File: config.mk
export PLATFORM = sky130hd
export DESIGN_NAME = pcap_framer_flat
export DESIGN_NICKNAME = d
export VERILOG_FILES = /design/src/rtl/pcap_framer_if.sv /design/src/rtl/pcap_framer.sv /design/src/flat_wrapper.sv
export SDC_FILE = /design/constraint.sdc
export NUM_CORES = 2
export LEC_CHECK = 0
export ABC_AREA = 0
export CAP_MARGIN = 5
export CORE_ASPECT_RATIO = 0.9
export CORE_MARGIN = 5
export CORE_UTILIZATION = 35
export CTS_BUF_LIST = sky130_fd_sc_hd__clkbuf_8
export DETAILED_ROUTE_END_ITERATION = 10
export SYNTH_ARGS = -nofsm -noshare
export SYNTH_HDL_FRONTEND = slang
export SYNTH_SLANG_ARGS = --single-unit
export TNS_END_PERCENT = 50
File: constraint.sdc
create_clock -name clk -period 19.3 [get_ports clk]
set_input_delay 3.86 -clock clk [delete_from_list [all_inputs] [get_ports clk]]
set_output_delay 3.86 -clock clk [all_outputs]
set_load 0.05 [all_outputs]
File: src/rtl/pcap_framer_if.sv
// Avalon-ST frame sink bundle for the pcap capture stage.
// The master is the frame source; the slave is pcap_framer.
interface pcap_framer_if;
  logic [31:0] st_data;
  logic        st_valid;
  logic        st_sop;
  logic        st_eop;
  logic [1:0]  st_empty;
  logic        st_error;
  logic        st_ready;

  modport master (
    output st_data, st_valid, st_sop, st_eop, st_empty, st_error,
    input  st_ready
  );

  modport slave (
    input  st_data, st_valid, st_sop, st_eop, st_empty, st_error,
    output st_ready
  );
endinterface

File: src/rtl/pcap_framer.sv
// Store-and-forward pcap framer: buffers up to SNAPLEN bytes per frame, then writes
// a 4-word record header plus payload into the capture FIFO and kicks wr_ctrl.
module pcap_framer #(
  parameter int SNAPLEN    = 256,
  parameter int FIFO_DEPTH = 512
) (
  input  logic                          clk,
  input  logic                          reset_n,
  input  logic                          enable,
  pcap_framer_if.slave                  st,
  input  logic [31:0]                   seconds,
  input  logic [31:0]                   nanoseconds,
  output logic [31:0]                   fifo_data,
  output logic                          fifo_wrreq,
  input  logic [$clog2(FIFO_DEPTH)-1:0] usedw,
  input  logic                          wr_ctrl_rdy,
  output logic                          wr_ctrl,
  output logic [31:0]                   pkt_begin,
  output logic [31:0]                   pkt_end,
  output logic [31:0]                   pkt_cnt,
  output logic [31:0]                   drop_cnt
);

  localparam int WORDS = SNAPLEN / 4;
  localparam int AW    = $clog2(WORDS);
  localparam logic [AW:0] W_ONE   = (AW+1)'(1);
  localparam logic [AW:0] W_WORDS = (AW+1)'(WORDS);

  typedef enum logic [2:0] {IDLE, RECV, DROP, HDR, PAYLOAD, COMMIT} state_t;

  state_t      state;
  logic        ready_q;
  logic [15:0] byte_cnt;
  logic [AW:0] buf_idx;
  logic [AW:0] wcnt;
  logic [31:0] ts_sec, ts_nsec;
  logic [15:0] incl_q, orig_q;
  logic [AW:0] n_q;
  logic [31:0] buf_mem [WORDS];
  logic [31:0] rd_q;

  function automatic logic [15:0] sat_u16(input logic [16:0] s);
    return s[16] ? 16'hFFFF : s[15:0];
  endfunction

  // Zero the bytes past incl_len; the first byte of a word sits in [31:24].
  function automatic logic [31:0] mask_tail(input logic [31:0] w, input logic [1:0] rem);
    case (rem)
      2'd1:    return w & 32'hFF00_0000;
      2'd2:    return w & 32'hFFFF_0000;
      2'd3:    return w & 32'hFFFF_FF00;
      default: return w;
    endcase
  endfunction

  logic        accept, restart, capture, buf_we, eop_ok, eop_bad, last_word;
  logic [2:0]  beat_bytes;
  logic [15:0] cnt_base, cnt_new, incl_new, incl_rnd;
  logic [16:0] cnt_sum;
  logic [AW:0] n_new, wr_idx, wcnt_inc;
  logic [31:0] space, need;
  logic [1:0]  drop_inc;
  logic [AW-1:0] rd_addr;

  always_comb begin
    accept     = st.st_valid & ready_q;
    restart    = accept & st.st_sop & ((state == IDLE & enable) | state == RECV);
    capture    = accept & ((state == IDLE & st.st_sop & enable) | state == RECV);
    beat_bytes = st.st_eop ? (3'd4 - {1'b0, st.st_empty}) : 3'd4;
    cnt_base   = restart ? 16'd0 : byte_cnt;
    cnt_sum    = {1'b0, cnt_base} + 17'(beat_bytes);
    cnt_new    = sat_u16(cnt_sum);
    incl_new   = (cnt_new > 16'(SNAPLEN)) ? 16'(SNAPLEN) : cnt_new;
    incl_rnd   = incl_new + 16'd3;
    n_new      = incl_rnd[AW+2:2];
    space      = 32'(FIFO_DEPTH) - 32'(usedw);
    need       = 32'(n_new) + 32'd4;
    eop_ok     = capture & st.st_eop & ~st.st_error & (space >= need);
    eop_bad    = capture & st.st_eop & (st.st_error | (space < need));
    wr_idx     = restart ? '0 : buf_idx;
    buf_we     = capture & (wr_idx < W_WORDS);
    drop_inc   = {1'b0, restart & (state == RECV)} + {1'b0, eop_bad};
    wcnt_inc   = wcnt + W_ONE;
    last_word  = (wcnt == n_q - W_ONE);
    rd_addr    = (state == PAYLOAD) ? wcnt_inc[AW-1:0] : '0;
  end

  assign st.st_ready = ready_q;
  assign pkt_begin   = '0;

  // Frame buffer: synchronous read, one cycle ahead of the FIFO write
  always_ff @(posedge clk) begin
    if (buf_we) buf_mem[wr_idx[AW-1:0]] <= st.st_data;
    rd_q <= buf_mem[rd_addr];
  end

  always_ff @(posedge clk) begin
    if (restart) begin
      ts_sec  <= seconds;
      ts_nsec <= nanoseconds;
    end
    if (capture & st.st_eop) begin
      orig_q <= cnt_new;
      incl_q <= incl_new;
      n_q    <= n_new;
    end
  end

  always_ff @(posedge clk or negedge reset_n) begin
    if (!reset_n) begin
      state      <= IDLE;
      ready_q    <= 1'b0;
      byte_cnt   <= '0;
      buf_idx    <= '0;
      wcnt       <= '0;
      fifo_data  <= '0;
      fifo_wrreq <= 1'b0;
      wr_ctrl    <= 1'b0;
      pkt_end    <= '0;
      pkt_cnt    <= '0;
      drop_cnt   <= '0;
    end else begin
      fifo_wrreq <= 1'b0;
      wr_ctrl    <= 1'b0;
      if (capture) begin
        byte_cnt <= cnt_new;
        buf_idx  <= buf_we ? wr_idx + W_ONE : wr_idx;
      end
      if (drop_inc != 2'd0) drop_cnt <= drop_cnt + 32'(drop_inc);

      case (state)
        IDLE: begin
          ready_q <= 1'b1;
          if (accept && st.st_sop && !st.st_eop) state <= enable ? RECV : DROP;
        end
        RECV: if (accept && st.st_eop) state <= IDLE;
        DROP: if (accept && st.st_eop) state <= IDLE;
        HDR: begin
          fifo_wrreq <= 1'b1;
          case (wcnt[1:0])
            2'd0:    fifo_data <= ts_nsec;
            2'd1:    fifo_data <= 32'(incl_q);
            default: fifo_data <= 32'(orig_q);
          endcase
          wcnt <= wcnt_inc;
          if (wcnt[1:0] == 2'd2) begin
            wcnt  <= '0;
            state <= PAYLOAD;
          end
        end
        PAYLOAD: begin
          fifo_wrreq <= 1'b1;
          fifo_data  <= last_word ? mask_tail(rd_q, incl_q[1:0]) : rd_q;
          wcnt       <= wcnt_inc;
          if (last_word) state <= COMMIT;
        end
        COMMIT: if (wr_ctrl_rdy) begin
          wr_ctrl <= 1'b1;
          pkt_end <= 32'(n_q) + 32'd4;
          pkt_cnt <= pkt_cnt + 32'd1;
          ready_q <= 1'b1;
          state   <= IDLE;
        end
        default: state <= IDLE;
      endcase

      // Accepted frame: the timestamp seconds word leaves on the very next cycle
      if (eop_ok) begin
        state      <= HDR;
        ready_q    <= 1'b0;
        wcnt       <= '0;
        fifo_wrreq <= 1'b1;
        fifo_data  <= restart ? seconds : ts_sec;
      end
    end
  end

endmodule

File: src/flat_wrapper.sv
// flat-port wrapper written by rule: the top's interface ports become plain ports
module pcap_framer_flat 
#(
  parameter int SNAPLEN    = 256,
  parameter int FIFO_DEPTH = 512
)
  (clk, reset_n, enable, seconds, nanoseconds, fifo_data, fifo_wrreq, usedw, wr_ctrl_rdy, wr_ctrl, pkt_begin, pkt_end, pkt_cnt, drop_cnt, st_st_data, st_st_valid, st_st_sop, st_st_eop, st_st_empty, st_st_error, st_st_ready);
  pcap_framer_if st_i ();
  input  logic clk;
  input  logic reset_n;
  input  logic enable;
  input  logic [31:0] seconds;
  input  logic [31:0] nanoseconds;
  output logic [31:0] fifo_data;
  output logic fifo_wrreq;
  input  logic [$clog2(FIFO_DEPTH)-1:0] usedw;
  input  logic wr_ctrl_rdy;
  output logic wr_ctrl;
  output logic [31:0] pkt_begin;
  output logic [31:0] pkt_end;
  output logic [31:0] pkt_cnt;
  output logic [31:0] drop_cnt;
  input wire logic [$bits(st_i.st_data)-1:0] st_st_data;
  input wire logic [$bits(st_i.st_valid)-1:0] st_st_valid;
  input wire logic [$bits(st_i.st_sop)-1:0] st_st_sop;
  input wire logic [$bits(st_i.st_eop)-1:0] st_st_eop;
  input wire logic [$bits(st_i.st_empty)-1:0] st_st_empty;
  input wire logic [$bits(st_i.st_error)-1:0] st_st_error;
  output wire logic [$bits(st_i.st_ready)-1:0] st_st_ready;
  assign st_i.st_data = st_st_data;
  assign st_i.st_valid = st_st_valid;
  assign st_i.st_sop = st_st_sop;
  assign st_i.st_eop = st_st_eop;
  assign st_i.st_empty = st_st_empty;
  assign st_i.st_error = st_st_error;
  assign st_st_ready = st_i.st_ready;
  pcap_framer #(.SNAPLEN(SNAPLEN), .FIFO_DEPTH(FIFO_DEPTH)) u_core (.clk(clk), .reset_n(reset_n), .enable(enable), .st(st_i), .seconds(seconds), .nanoseconds(nanoseconds), .fifo_data(fifo_data), .fifo_wrreq(fifo_wrreq), .usedw(usedw), .wr_ctrl_rdy(wr_ctrl_rdy), .wr_ctrl(wr_ctrl), .pkt_begin(pkt_begin), .pkt_end(pkt_end), .pkt_cnt(pkt_cnt), .drop_cnt(drop_cnt));
endmodule
=== Word level (Yosys, flattened, before mapping) ===
Memory sizes are Yosys's and may differ from the RTL's. A register that Yosys moved wholly into a read port is not among the register bits.
Cells that the tools add are included.

* Register bits after elaboration: 267
* Memory bits (writable): 2048
* Input bits: 115
* Output and inout port bits: 163
* Memories: 1

{| class="wikitable"
|+ Memory list
! name !! depth !! bits a word !! read ports !! clocked after Yosys merged registers in !! wr ports !! RTL line !! source
|-
| u_core.buf_mem || 64 || 32 || 1 || 1 || 1 || pcap_framer.sv:39 || <nowiki>logic [31:0] buf_mem [WORDS];</nowiki>
|}

* Add/subtract/negate cells: 12
* Order comparisons: 4
* Equality and inequality tests: 16
* Mux-type cells: 33
* Bitwise gates (word level): 17
* Reduce and logical (&&, ||, !) cells: 14

{| class="wikitable"
|+ Operators by type and width
! operator !! number
|-
| case mux 32 bit (2 select lines) || 2
|-
| case mux 24 bit (3 select lines) || 1
|-
| two-way mux 32 bit || 2
|-
| two-way mux 16 bit || 3
|-
| adder 32 x 1 -> 32 bit (second input constant) || 1
|-
| adder 32 x 2 -> 32 bit || 1
|-
| >= comparator 32 bit || 1
|-
| less-than comparator 32 bit || 1
|-
| two-way mux 7 bit || 4
|-
| two-way mux 24 bit || 1
|-
| two-way mux 3 bit || 7
|-
| adder 16 x 3 -> 17 bit || 1
|-
| adder 7 x 3 -> 8 bit (second input constant) || 2
|-
| greater-than comparator 16 x 9 -> 1 bit (second input constant) || 1
|-
| case mux 3 bit (5 select lines) || 1
|-
| adder 7 x 1 -> 7 bit (second input constant) || 2
|-
| case mux 7 bit (2 select lines) || 1
|-
| bitwise AND 1 bit || 13
|-
| subtractor 10 x 9 -> 11 bit (first input constant) || 1
|-
| adder 9 x 2 -> 9 bit (second input constant) || 1
|-
| != test 3 x 1 -> 1 bit (second input constant) || 3
|-
| two-way mux 1 bit || 8
|-
| equality test 7 bit || 1
|-
| less-than comparator 7 bit (second input constant) || 1
|-
| 23 further kinds || 36
|}

=== Logic depth before layout (Yosys ltp) ===
* Depth in word-level cells: 16
* Depth in mapped cells: 37
* Mapped depth without buffers: 30

=== Worst setup path before layout ===
No wires, ideal clock.

* Path type: input to register
* Start: in st_st_valid
* End: reg u_core.drop_cnt[30]
* Setup time: 0.141 ns
* Data arrival time: 11.508 ns
* Required time: 19.159 ns
* Path slack: 7.651 ns
* Stages on the path: 35
* Buffers on the path: 5
* Path through: nand4bb_1 -> or2_2 -> clkbuf_1 -> clkbuf_1 -> buf_1 -> clkbuf_1 -> and2_1 -> ha_1 -> fa_1 -> a21oi_1 -> nor4_1 -> mux2i_1 -> o211ai_1 -> o31ai_2 -> nand3_1 -> clkbuf_1 -> nor2_1 -> ha_1 -> xnor2_1 -> ha_1 -> a21o_1 -> a21o_1 -> a211oi_1 -> o21a_1 -> o21ai_0 -> ha_1 -> ha_1 -> inv_1 -> fa_1 -> or2_2 -> nor4_1 -> nand2_1 -> nor3_1 -> nand4_1 -> xnor2_1

* Word-level cells in the longest chain between the ends: 15
* Elaborated cells between the ends (all ways): 19

{| class="wikitable"
|+ Ends and longest elaborated chain
! element !! RTL line !! source
|-
| from (decl) || flat_wrapper.sv:24 || <nowiki>input wire logic [$bits(st_i.st_valid)-1:0] st_st_valid;</nowiki>
|-
| bitwise AND 1 bit (*) || pcap_framer.sv:66 || <nowiki>accept = st.st_valid & ready_q;</nowiki>
|-
| bitwise AND 1 bit (*) (2 in series) || pcap_framer.sv:67 || <nowiki>restart = accept & st.st_sop & ((state == IDLE & enable) | state == RECV);</nowiki>
|-
| two-way mux 16 bit (*) || pcap_framer.sv:70 || <nowiki>cnt_base = restart ? 16'd0 : byte_cnt;</nowiki>
|-
| adder 16 x 3 -> 17 bit (*) || pcap_framer.sv:71 || <nowiki>cnt_sum = {1'b0, cnt_base} + 17'(beat_bytes);</nowiki>
|-
| two-way mux 16 bit (*) || pcap_framer.sv:43 || <nowiki>return s[16] ? 16'hFFFF : s[15:0];</nowiki>
|-
| greater-than comparator 16 x 9 -> 1 bit || pcap_framer.sv:73 || <nowiki>incl_new = (cnt_new > 16'(SNAPLEN)) ? 16'(SNAPLEN) : cnt_new;</nowiki>
|-
| two-way mux 16 bit (*) || pcap_framer.sv:73 ||
|-
| adder 9 x 2 -> 9 bit (*) || pcap_framer.sv:74 || <nowiki>incl_rnd = incl_new + 16'd3;</nowiki>
|-
| named net u_core.incl_rnd[4] || pcap_framer.sv:58 || <nowiki>logic [15:0] cnt_base, cnt_new, incl_new, incl_rnd;</nowiki>
|-
| adder 7 x 3 -> 8 bit (*) || pcap_framer.sv:77 || <nowiki>need = 32'(n_new) + 32'd4;</nowiki>
|-
| less-than comparator 32 bit (*) || pcap_framer.sv:79 || <nowiki>eop_bad = capture & st.st_eop & (st.st_error | (space < need));</nowiki>
|-
| OR 1 bit (*) || pcap_framer.sv:79 ||
|-
| bitwise AND 1 bit (*) || pcap_framer.sv:79 ||
|-
| adder 1 x 1 -> 2 bit (*) || pcap_framer.sv:82 || <nowiki>drop_inc = {1'b0, restart & (state == RECV)} + {1'b0, eop_bad};</nowiki>
|-
| adder 32 x 2 -> 32 bit or nonzero test 2 bit (tied branches) || pcap_framer.sv:129 || <nowiki>if (drop_inc != 2'd0) drop_cnt <= drop_cnt + 32'(drop_inc);</nowiki>
|-
| to (signal assigned) || pcap_framer.sv:129 ||
|-
| to (decl) || pcap_framer.sv:21 || <nowiki>output logic [31:0] drop_cnt</nowiki>
|}

Mark *: on every way through the listed nets, which the timed path passes. The rest lies on a longest branch.
A chain may end at the register's enable or synchronous reset.

=== Worst setup path in the final report ===
Same ends and word-level chain as after synthesis.

==> reports/metrics.csv <==
stage,metric,value,unit
status,status,completed,
sta,unrepaired setup endpoints after global routing,no,
cts,CTS tree,built,
synthesis,Seq cells post-synth,2323,
placed_design,PortBufs,221,
drt,Top Metal Used,met5,
die,I/O Pins,278,
final_layout,Layout Area Growth over Synthesis,14.1,%
sta,Period minus WS final,11.98,ns
job,Max Cap Viol,0,
drt,wire length on met3,39.2,mm
critical_path,crit path max fanout,13,
die,Die Height,499,um
cts,CTS Buffer Depth,4,
critical_path,crit-path max cell delay,0.63,ns
synthesis,number of flops mapped to enable cells by yosys,2119,
synthesis,distinct cell type count after synthesis,83,
critical_path,Arrival @ worst endpoint,12.79,ns
global_route,vias in the first global route,56000,
drt,"wirelength, routed",295,mm
drt,Antenna Nets Post-Route,0,
global_route,total grt overflow,0,
die,die span in x,553,um
hold_path,path type of the worst min-delay path,flop to flop,
sta,setup TNS,0,ns
drt,1st-iter DRT viols,9083,
drt,Routed met1 length,121,mm
cts,CTS buffer count,355,
die,cell row count,179,
sta,Max transition margin,7.01,%
critical_path,type of destination of the critical path,flop,
die,initial core utilization,35.1,%
cts,Sink Count,2323,
critical_path,Crit path required time,20.10,ns
sta,worst slew pin tran,1.39,ns
sta,final number of setup-violating endpoints,0,
synthesis,mean area per synthesized cell,15.2,sq um
synthesis,Async SR Flop Fraction,6.03,%
critical_path,Critical Path Slowest Stage Cell,a21oi_1,
drt,Initial DRT Pass Iterations,8,
synthesis,ranking of synthesized cells by area,"edfxtp_1, dfrtp_1, mux4_2",
synthesis,largest area contributor in the synthesized netlist,edfxtp_1,
power,Max rail drop VDD,0.0985,mV
power,Power per Cell Area,113,nW/um^2
synthesis,Synth top area share,68.5,%
synthesis,cell with the most instances after synthesis,edfxtp_1,
cts,clock slew at reported path FFs,0.07,ns
final_layout,nets,6621,
die,die area,276000,sq um
final_layout,share of post-route cells with drive strength above 1,14.2,%
synthesis,Netlist Area Pre-Place,92800,sq um
sta,Hold Fails Final Rpt,0,
drt,via count,58600,
sta,clock skew,0.0945,ns
global_route,Tot GR Track Use,20.5,%
critical_path,Top delay family on crit path,simple AND/OR/NAND/NOR gates,
cts,root buffer cell,clkbuf_8,
drt,DRC errors left,0,
synthesis,Syn. warnings,0,
synthesis,Mapped Cells,6100,
critical_path,"Top cell by count, worst path",ha_1,
synthesis,sequential element share of the synthesized area,73.7,%
cts,postcts setup bufs,0,
synthesis,synth cell count leaders,"edfxtp_1, nand2_1, nand3_1",
placed_design,placed cells,9645,
final_layout,non-filler instance count after layout,10300,
critical_path,Buffers & Inverters on Critical Path,3,
sta,Peak Freq,83.5,MHz
critical_path,Worst setup SP type,input port,
cts,post-CTS sizing,0,
drt,drt wl/cell,28.7,um
global_route,largest net degree at the start of global routing,112,
die,core box area,264000,sq um
synthesis,ys flop type,edfxtp_1,
sta,crit share post-route,62.1,%
global_route,global-route wire length before repair,416,mm
cts,H-tree Lvls,5,
power,Leak,35.2,nW
cts,clock latency on the worst-skew pair,0.97,ns
global_route,initial antenna violation count,36,
cts,cts hold-fix bufs,0,
critical_path,Worst Setup Path Type,input port to flop,
sta,Final Slew Violations,0,
drt,vias per inst,5.70,
placed_design,Placer Congestion,0.869,
drt,met2 WL post-DR,128,mm
placed_design,DP HPWL,167,mm
-- registers in the layout (all words and copies together), names as in the netlist --
register            flops
u_core.buf_idx          7
u_core.fifo_wrreq       1
u_core.buf_mem       2048
u_core.byte_cnt        16
u_core.rd_q            32
u_core.drop_cnt        32
u_core.wcnt             7
u_core.pkt_cnt         32
u_core.ts_nsec         32
u_core.st.st_ready      1
u_core.ts_sec          32
u_core.state            3
u_core.pkt_end          8
u_core.incl_q          16
u_core.fifo_data       32
u_core.orig_q          16
u_core.n_q              7
u_core.wr_ctrl          1
-- through the flow --
| stage | worst slack [ns] | power [mW] | hold WS [ns] | util (%) | area (sq um) |
|---|---|---|---|---|---|
| after floorplan | 7.65 | 7.26 | 0.419 | - | 93100 |
| after global placement | 6.68 | 8.13 | 0.430 | 37.6 | 99500 |
| after detailed placement | 6.54 | 8.16 | 0.436 | 37.6 | 99500 |
| after CTS | 7.50 | 12.0 | 0.450 | 40.1 | 106000 |
| after global routing | 6.79 | 12.4 | 0.467 | 40.1 | 106000 |
| final | 7.32 | 11.9 | 0.449 | 40.1 | 106000 |
-- logic make-up after synthesis --
logic type,synth area share [%]
adders and majority gates,0.434
and+or+nand+nor,8.43
DFF,73.7
other,0.00809
AOI/OAI and AO/OA,8.17
xor gates and xnor gates,1.01
buffers and inverters,2.61
muxes,5.64
-- metal layers --
metal  vias up  GRT usage (%)
met5         -              0
met4        20           5.27
met3       491           6.26
met2      3745           30.4
met1     29900           29.6
li1      24400              -
-- placed cells by master (no fill, tap or decap), types with 76 or more instances in the layout --
| cell type | netlist | final |
|---|---|---|
| nand2_1 | 906 | 901 |
| mux4_2 | 151 | 151 |
| nand3_1 | 269 | 269 |
| mux2i_1 | 163 | 163 |
| o21ai_0 | 158 | 158 |
| a31oi_1 | 90 | 90 |
| nor2_1 | 196 | 132 |
| o22ai_1 | 93 | 93 |
| buf_4 | 76 | 193 |
| nor3_1 | 92 | 88 |
| clkdlybuf4s50_1 | 0 | 188 |
| a211oi_1 | 96 | 95 |
| a21oi_1 | 129 | 125 |
| clkinv_1 | 1 | 80 |
| o221ai_1 | 76 | 76 |
| inv_1 | 36 | 153 |
| edfxtp_1 | 2119 | 2119 |
| dfrtp_1 | 140 | 139 |
| clkbuf_8 | 0 | 377 |
-- cell type report --
cell class | instances | area (sq um)
well taps | 3529 | 4420
inverters | 37 | 146
multi-input cells | 3339 | 22900
flip-flops and latches | 2323 | 68400
clock buffers | 377 | 5190
clock inverters | 250 | 1270
repair buffers | 419 | 3620
diodes | 10 | 25.0
fillers | 24100 | 158000
-- final timing paths --
check,start,end,cells past startpoint,slack (ns)
max reg2reg,u_core.state[0],u_core.drop_cnt[30],31,10.02
min,u_core.ts_sec[24],u_core.ts_sec[24],2,0.45
min reg2reg,u_core.ts_sec[24],u_core.ts_sec[24],2,0.45
max in group asynchronous,reset_n,u_core.wcnt[0],2,14.83
max,st_st_valid,u_core.drop_cnt[30],32,7.32
min in group asynchronous,reset_n,u_core.fifo_data[26],1,3.01
-- power breakdown --
group          leakage [nW]  internal [mW]  switching [mW]
Combinational          9.91          0.669            1.59
Sequential             21.5           5.70           0.129
Clock                  3.74           1.92            1.92
Total                  35.2           8.29            3.64
-- worst register-to-register path, delay by kind of cell (launching register included) --
family	cells	cell delay [ns]
AO/OA/AOI/OAI	9	2.66
XOR/XNOR	2	0.23
adder cells (fa/ha/maj)	7	2.10
buffers and inverters	2	0.26
flip-flops	1	0.75
multiplexers	1	0.24
AND/OR/NAND/NOR	10	2.92
(Power assumes the default switching activity.)
